## config.mk

```make
export PLATFORM = sky130hd
export DESIGN_NAME = controller
export DESIGN_NICKNAME = d
export VERILOG_FILES = /design/src/rtl/nbbpu_pkg.sv /design/src/rtl/pc_next.sv /design/src/rtl/controller.sv
export SDC_FILE = /design/constraint.sdc
export NUM_CORES = 1
export LEC_CHECK = 0
export BUFFER_PORTS_ARGS = -buffer_cell sky130_fd_sc_hd__buf_2
export CAP_MARGIN = 20
export CORE_MARGIN = 8
export CORE_UTILIZATION = 40
export DETAILED_ROUTE_END_ITERATION = 8
export PLACE_DENSITY = 0.75
export SLEW_MARGIN = 20
export SYNTH_ARGS = -nofsm -noshare
export SYNTH_HDL_FRONTEND = slang
export SYNTH_SLANG_ARGS = --single-unit
export TNS_END_PERCENT = 10
```

## constraint.sdc

```tcl
create_clock -name clock -period 2.6 [get_ports clock]
set_clock_uncertainty 0.05 [all_clocks]
set_input_delay 0.13 -clock clock [delete_from_list [all_inputs] [get_ports clock]]
set_output_delay 0.13 -clock clock [all_outputs]
set_load 0.01 [all_outputs]
```

## src/rtl/nbbpu_pkg.sv

```systemverilog
// Shared definitions for the NBBPU core: data widths, opcode map,
// controller state encoding and next-PC source select.
package nbbpu_pkg;

    localparam int WORD_WIDTH     = 16;
    localparam int REG_ADDR_WIDTH = 4;

    // Opcode map, IR[15:12]
    localparam logic [3:0] OP_ADD      = 4'h0;
    localparam logic [3:0] OP_SUB      = 4'h1;
    localparam logic [3:0] OP_AND      = 4'h2;
    localparam logic [3:0] OP_OR       = 4'h3;
    localparam logic [3:0] OP_XOR      = 4'h4;
    localparam logic [3:0] OP_NOT      = 4'h5;
    localparam logic [3:0] OP_SHL      = 4'h6;
    localparam logic [3:0] OP_SHR      = 4'h7;
    localparam logic [3:0] OP_JUMP     = 4'h8;
    localparam logic [3:0] OP_BEQ      = 4'h9;
    localparam logic [3:0] OP_BNE      = 4'hA;
    localparam logic [3:0] OP_RESERVED = 4'hB;
    localparam logic [3:0] OP_LOAD     = 4'hC;
    localparam logic [3:0] OP_STORE    = 4'hD;
    localparam logic [3:0] OP_SETLO    = 4'hE;
    localparam logic [3:0] OP_SETHI    = 4'hF;

    typedef enum logic [2:0] {
        S_FETCH   = 3'd0,
        S_DECODE  = 3'd1,
        S_EXECUTE = 3'd2,
        S_MEMORY  = 3'd3,
        S_HALT    = 3'd4
    } state_t;

    typedef enum logic [1:0] {
        PC_HOLD  = 2'd0,
        PC_INC   = 2'd1,
        PC_X     = 2'd2,
        PC_RESET = 2'd3
    } pc_sel_t;

endpackage

```

## src/rtl/pc_next.sv

```systemverilog
// Next program-counter select: hold, increment (wrapping), jump target X,
// or the reset vector.
module pc_next
    import nbbpu_pkg::*;
#(
    parameter logic [WORD_WIDTH-1:0] RESET_PC = '0
) (
    input  pc_sel_t               sel,
    input  logic [WORD_WIDTH-1:0] pc,
    input  logic [WORD_WIDTH-1:0] x,
    output logic [WORD_WIDTH-1:0] pc_d
);

    // Pick the source for the next PC value
    always_comb begin
        pc_d = pc;
        case (sel)
            PC_HOLD:  pc_d = pc;
            PC_INC:   pc_d = pc + WORD_WIDTH'(1);
            PC_X:     pc_d = x;
            PC_RESET: pc_d = RESET_PC;
            default:  pc_d = pc;
        endcase
    end

endmodule

```

## src/rtl/controller.sv

```systemverilog
// NBBPU multi-cycle sequencer: fetch, decode, execute and the data-memory
// handshake for load/store. Drives the ALU instruction/PC inputs.
// Optional build macro CONTROLLER_HALT_ON_RESERVED_EN: opcode 1011 parks the
// core in HALT until reset; without it 1011 behaves as a NOP.
//
// state     | meaning
// ----------+------------------------------------------------------------
// S_FETCH   | instruction_request high, waiting for instruction_valid
// S_DECODE  | one cycle for register-file read and ALU settling
// S_EXECUTE | commit ALU/jump/branch result or move on to MEMORY
// S_MEMORY  | data_request high, waiting for data_ready
// S_HALT    | core stopped, left only through reset
module controller
    import nbbpu_pkg::*;
#(
    parameter logic [WORD_WIDTH-1:0] RESET_PC = 16'h0000
) (
    input  logic                      clock,
    input  logic                      reset,
    output logic                      instruction_request,
    input  logic                      instruction_valid,
    input  logic [WORD_WIDTH-1:0]     instruction_data,
    output logic [WORD_WIDTH-1:0]     PC,
    output logic [WORD_WIDTH-1:0]     instruction,
    output logic [REG_ADDR_WIDTH-1:0] x_address,
    output logic [REG_ADDR_WIDTH-1:0] y_address,
    output logic [REG_ADDR_WIDTH-1:0] z_address,
    input  logic [WORD_WIDTH-1:0]     X,
    input  logic [WORD_WIDTH-1:0]     Z,
    output logic                      reg_write,
    output logic                      data_request,
    output logic                      data_write,
    output logic [WORD_WIDTH-1:0]     data_address,
    input  logic                      data_ready,
    output logic                      halted
);

    state_t                state_q;
    state_t                state_d;
    logic [WORD_WIDTH-1:0] pc_q;
    logic [WORD_WIDTH-1:0] pc_d;
    logic [WORD_WIDTH-1:0] ir_q;
    logic                  ir_load;
    pc_sel_t               pc_sel;
    logic [3:0]            opcode;
    logic                  unused_z_upper;

    assign opcode         = ir_q[15:12];
    assign unused_z_upper = ^Z[WORD_WIDTH-1:1];

    pc_next #(
        .RESET_PC (RESET_PC)
    ) u_pc_next (
        .sel  (pc_sel),
        .pc   (pc_q),
        .x    (X),
        .pc_d (pc_d)
    );

    // State, PC and IR registers; reset is synchronous and also steers the
    // PC mux to the reset vector
    always_ff @(posedge clock) begin
        pc_q <= pc_d;
        if (!reset) begin
            state_q <= S_FETCH;
            ir_q    <= '0;
        end else begin
            state_q <= state_d;
            if (ir_load) begin
                ir_q <= instruction_data;
            end
        end
    end

    // Next-state, PC source and strobe decode
    always_comb begin
        state_d             = state_q;
        pc_sel              = PC_HOLD;
        ir_load             = 1'b0;
        instruction_request = 1'b0;
        reg_write           = 1'b0;
        data_request        = 1'b0;
        data_write          = 1'b0;
        halted              = 1'b0;

        case (state_q)
            S_FETCH: begin
                instruction_request = 1'b1;
                if (instruction_valid) begin
                    ir_load = 1'b1;
                    state_d = S_DECODE;
                end
            end

            S_DECODE: begin
                state_d = S_EXECUTE;
            end

            S_EXECUTE: begin
                state_d = S_FETCH;
                case (opcode)
                    OP_ADD, OP_SUB, OP_AND, OP_OR, OP_XOR, OP_NOT,
                    OP_SHL, OP_SHR, OP_SETLO, OP_SETHI: begin
                        reg_write = 1'b1;
                        pc_sel    = PC_INC;
                    end
                    OP_JUMP: begin
                        // ALU presents the link value PC+1 on Z
                        reg_write = 1'b1;
                        pc_sel    = PC_X;
                    end
                    OP_BEQ, OP_BNE: begin
                        // ALU resolves the condition into Z[0]
                        pc_sel = Z[0] ? PC_X : PC_INC;
                    end
                    OP_LOAD, OP_STORE: begin
                        state_d = S_MEMORY;
                    end
                    OP_RESERVED: begin
`ifdef CONTROLLER_HALT_ON_RESERVED_EN
                        state_d = S_HALT;
`else
                        pc_sel  = PC_INC;
`endif
                    end
                    default: begin
                        pc_sel = PC_INC;
                    end
                endcase
            end

            S_MEMORY: begin
                data_request = 1'b1;
                data_write   = (opcode == OP_STORE);
                if (data_ready) begin
                    reg_write = (opcode == OP_LOAD);
                    pc_sel    = PC_INC;
                    state_d   = S_FETCH;
                end
            end

            S_HALT: begin
`ifdef CONTROLLER_HALT_ON_RESERVED_EN
                halted = 1'b1;
`else
                state_d = S_FETCH;
`endif
            end

            default: begin
                state_d = S_FETCH;
            end
        endcase

        if (!reset) begin
            pc_sel = PC_RESET;
        end
    end

    assign PC           = pc_q;
    assign instruction  = ir_q;
    assign x_address    = ir_q[11:8];
    assign y_address    = ir_q[7:4];
    assign z_address    = ir_q[3:0];
    assign data_address = data_request ? X : '0;

endmodule

```

Word-level counts from Yosys, hierarchy flattened. Cells that the tools add are included. Widths: inputs -> output; s select.

Logic and storage cells: 54. Output and inout bits: 65. Register bits after elaboration: 35.

Add/sub/neg operators: 1. Mux-type cells: 19. Reduce and logical (&&, ||, !) cells: 8. Equal/unequal tests: 23.

Operators with widths (number): $pmux 16 s3 (1); $eq 4x4->1 const B (8); $reduce_or 11->1 (2); $add 16x1->16 const B (1); $eq 4x3->1 const B (4); $mux 16 (1); $pmux 3 s4 (1); $eq 4x2->1 const B (2); $mux 1 (8); $eq 3x2->1 const B (2); $mux 2 (3); $mux 3 (2); $pmux 2 s3 (1); $eq 2x2->1 const B (2); $eq 4x1->1 const B (1); $logic_not 4->1 (1); $ne 2x2->1 const B (2); $pmux 2 s2 (1); $reduce_or 2->1 (2); $eq 3x1->1 const B (1); $logic_not 3->1 (1); $eq 2x1->1 const B (1); $logic_not 2->1 (1); $pmux 1 s2 (1); $reduce_and 2->1 (1).

Longest topological paths before layout.
Depth after elaboration: 7. Depth in mapped cells: 6. Mapped depth without buffers: 5.

Modules after synthesis. From an unflattened synthesis, not the netlist that was laid out.

Cells, all modules: 255. Area, all modules: 2085.8 um^2.

By module, submodules not included: controller (cells an instance 157, area an instance 1401.3 um^2, times used 1); pc_next (cells an instance 98, area an instance 684.4 um^2, times used 1).

Worst setup path after synthesis. Ideal clock, no wire load.

Path type: register to register. From: register ir_q[13] (netlist: instruction[13]). To: register pc_q[0] (netlist: PC[0]) (enable). Setup time: 0.411 ns. Data arrival time: 1.865 ns. Setup slack: 0.274 ns. Data required time: 2.139 ns. Stages on the path, launching flop included: 4. Clock period less this slack: 2.326 ns. Buffers on the path: 0. Cells stage by stage: dfxtp_1 > nand3b_1 > mux2i_1 > o21ai_0.

Word-level cells in the longest chain between the ends: 6. Elaborated cells on any way between the ends: 20.

Ends and longest elaborated chain: from (decl) (RTL line controller.sv:42) `logic [WORD_WIDTH-1:0] ir_q;`; from (signal assigned) (RTL line controller.sv:70) `ir_q <= instruction_data;`; $eq 4x4->1 (tied with other cells) (RTL line controller.sv:101) `case (opcode)`; $reduce_or 11->1 (no source line) / $reduce_or 2->1 (equally long branches); $pmux 2 s3 (*) (RTL line controller.sv:101); $pmux 2 s2 (*) (RTL line controller.sv:86) `case (state_q)`; $mux 2 (*) (RTL line controller.sv:155) `if (!reset) begin`; $logic_not 2->1 (*) (RTL line pc_next.sv:17) `case (sel)`; to (signal assigned) (RTL line controller.sv:63) `pc_q <= pc_d;`; to (decl) (RTL line controller.sv:40) `logic [WORD_WIDTH-1:0] pc_q;`.

Every way passes the cells marked *; elsewhere a longest branch is shown, timed or not. A chain may end at the register's enable or synchronous reset.

Final worst setup path.
From: register ir_q[14] (netlist: instruction[14]). To: register pc_q[15] (netlist: PC[15]) (data pin).

Word-level cells in the longest chain between the ends: 7. Elaborated cells on any way between the ends: 23.

Ends and longest elaborated chain: $eq 4x4->1 (tied with other cells) (RTL line controller.sv:101); $reduce_or 11->1 (no source line) / $reduce_or 2->1 (equally long branches); $pmux 2 s3 (*) (RTL line controller.sv:101); $pmux 2 s2 (*) (RTL line controller.sv:86); $mux 2 (*) (RTL line controller.sv:155); $eq 2x2->1 / $eq 2x1->1 (equally long branches) (RTL line pc_next.sv:17); $pmux 16 s3 (*) (RTL line pc_next.sv:17); via pc_d[15] (RTL line controller.sv:41) `logic [WORD_WIDTH-1:0] pc_d;`.

Mark *: on every way through the listed nets, which the timed path passes. The rest lies on a longest branch.

==> results.toml <==
[status]
status = "complete, no violations"

[layout]
nNetsFinal = 342
layout.cell_area.non_filler_um2 = 2450
diodes = 0
area_of_combinational_cells_with_multiple_inputs_um2 = 912
area.growth.synth_to_final_pct = 27.8
seq_area_um2 = 841
post_route_cells_drive_above_1_share_pct = 39.3
fillerInstances = 448

[clocking]
clock-sinks = 34
root_buffer = "sky130_fd_sc_hd__clkbuf_8"
post_cts_hold_buffer_count = 0
tritoncts = "built"
clock_tree.buffer_depth = 2
buffer_count_from_post_cts_setup_fixing = 0
post_cts_resized = 0
clock_tree.htree_level_count = 2
worstSkewPairLatency_ns = 0.28
cts.clk_slew.worst_paths_ns = 0.07
cts_buffers = 5

[synth]
synth_ff_type = "sky130_fd_sc_hd__dfxtp_1"
synth_area_in_adders_pct = 1.17
synth_xor_xnor_area_share_pct = 6.38
synth_enable_flop_cells = 16
syn-instance-count = 204
synth_compound_area_share_pct = 15.8
synth.lib_cells_used.distinct = 33
synth.yosys.seq_area_share_pct = 43.8
ys_ff_latch = 34
synth_top_family_by_area = "simple AND/OR/NAND/NOR gates"
yosys.area_share.simple_pct = 23.4
synth_nets = 257
syn-mean-instance-area_um2 = 9.41
ys_warn_count = 0
netlist_area_um2 = 1920
muxShareOfSynthArea_pct = 0.521
ys_async_sr_fraction_pct = 0

[timing]
worst_pin_slew_ns = 0.692
final-max-slew-violation-count = 0
post-route-period-util_pct = 75.0
post-route-min-period_ns = 1.95
max-slew-margin-rel_pct = 53.8
final.setup.tns_ns = 0
achievable-frequency_mhz = 513
grt_setup_unrepaired = "false"
setup_failing_eps_final = 0
hold_violations = 0

[placed_design]
placed_area_um2 = 2360
place_congestion = 0.771
port_buffers = 100
place.detailed.hpwl_mm = 3.88

[floorplan]
ioPinCount = 117
floorplan.die.height_um = 85.3
core-area_um2 = 4690
floorplan.die_area_um2 = 7270
fp.dieW_um = 85.3
initial_core_util_pct = 40.9
placementRows = 25

[routing]
drt-total-wl_mm = 5.10
drtPass1Iterations = 4
wl_per_cell_um = 14.8
drt.antenna.violating_nets = 0
routed_via_density = 5.04
drt_iter0_drc = 50
drc = 0
via_count = 1734

[min_path]
hold_class = "input pin to flip-flop"

[worst_setup_path]
highest_fanout_seen_on_the_critical_path = 16
r2r_setup_slack_ns = 0.65
path_cells = "or4b_4 -> nor3b_4 -> o2bb2ai_1"
endpoint_kind = "flip-flop"
worst_path_max_delay_cell = "sky130_fd_sc_hd__nor3b_4"
critPathRequiredTime_ns = 2.68
cp.arrival_ns = 2.03
slowest_delay_ns = 0.61
worstSetupPathType = "flip-flop to flip-flop"
startpoint_type = "flip-flop"

[global_route]
grt_util_all_layers_pct = 14.1
initial_antenna_violation_count = 0
number_of_global_route_vias_before_repair = 1872
grt_pass1_wl_mm = 8.32
grt_remaining_overflow = 0
grt_start_max_net_pins = 25

[pwr]
cellPowerDensity_nw_per_um2 = 515
leakage_uw = 0.00119
internal_power_uw = 913
sw_frac_of_total_pct = 27.8
share_comb_of_total_power_pct = 17.2
switching_power_summed_over_all_nets_uw = 351
power.clock.fraction_pct = 32.0
power_frac_seq_pct = 50.8
irDropWorstVdd_mv = 0.300
totalPowerFinal_uw = 1260

[flow_run]
timing.max_cap.violations = 0
## path summary, 6_finish.rpt
kind	from	to	cells after the start
hold reg to reg	instruction[11]$_SDFFE_PN0P_	instruction[11]$_SDFFE_PN0P_	2
setup reg to reg	instruction[14]$_SDFFE_PN0P_	PC[15]$_DFFE_PP_	3
setup / recovery	instruction[14]$_SDFFE_PN0P_	PC[15]$_DFFE_PP_	3
hold / removal	instruction_data[2]	instruction[2]$_SDFFE_PN0P_	3
## power groups by stage
stage / registers, µW / logic, µW / clock network (µW)
final: 642 / 217 / 405
after global routing: 650 / 242 / 434
after CTS: 643 / 222 / 419
after detailed placement: 655 / 220 / 0
after global placement: 652 / 217 / 0
after floorplan: 669 / 112 / 0
## per-stage QoR
step / setup WS [ns] / hold slack [ns] / instances / util [%]
6_report: 0.650 / 0.0343 / 344 / 52.3
3_5_place_dp: 0.662 / 0.337 / 336 / 50.3
4_1_cts: 0.650 / 0.0276 / 344 / 52.3
2_1_floorplan: 0.274 / 0.225 / 204 / -
5_1_grt: 0.526 / 0.0344 / 344 / 52.3
3_3_place_gp: 0.716 / 0.329 / 336 / 50.3
## placed cells by master, fill, tap and decap left out, types with 6 or more instances in the layout
cell                        count
sky130_fd_sc_hd__nand2_1       38
sky130_fd_sc_hd__o2bb2ai_1     16
sky130_fd_sc_hd__xor2_1        12
sky130_fd_sc_hd__a21boi_0      17
sky130_fd_sc_hd__and3_1        18
sky130_fd_sc_hd__buf_2        100
sky130_fd_sc_hd__dfxtp_1       18
sky130_fd_sc_hd__nand4_1        6
sky130_fd_sc_hd__clkbuf_8       6
sky130_fd_sc_hd__edfxtp_1      16
## cell type report
| cell class | count | area share, % |
|---|---|---|
| Clock inverter | 1 | 0.204 |
| Timing Repair Buffer | 104 | 21.6 |
| Clock buffer | 7 | 3.52 |
| Tap cell | 54 | 2.75 |
| Sequential cell | 34 | 34.3 |
| Inverter | 3 | 0.459 |
| Multi-Input combinational cell | 141 | 37.2 |
## metal layers
metal  GRT usage, %  share of wire [%]  vias up
met1           13.8                 41      771
met4           4.30                1.1        0
met2           24.2                 46       80
met3           8.59                 13        5
met5              0                  0        -
li1               -                  -      878
## registers in the layout (all words and copies together), names as in the netlist
register and flops:
PC 16, instruction 16, state_q 2
## logic make-up (layout without fill, tap and decap cells)
group	count (synthesis)	count (layout)
other cells	1	1
buf+inv	29	115
compound gates	39	39
simple gates	84	84
flops	34	34
mux	1	1
xor+xnor	14	14
fa+ha+maj	2	2
## worst max-delay path: cells and delay by family (launching register included)
family,cells,cell delay [ns]
and+or+nand+nor,2,1.19
DFF,1,0.36
AOI/OAI and AO/OA,1,0.19
## synth_stat cells, drive strengths merged (4+ instances only)
cell type / n / share of area, %
buf: 16 / 6.2
clkbuf: 10 / 2.0
nand2: 38 / 7.4
and4: 4 / 1.8
and3: 18 / 5.9
o2bb2ai: 16 / 7.3
xor2: 12 / 5.5
a21boi: 17 / 6.6
nand4: 6 / 2.0
nand3: 5 / 1.3
edfxtp: 16 / 25
dfxtp: 18 / 19
(Power assumes the default switching activity.)
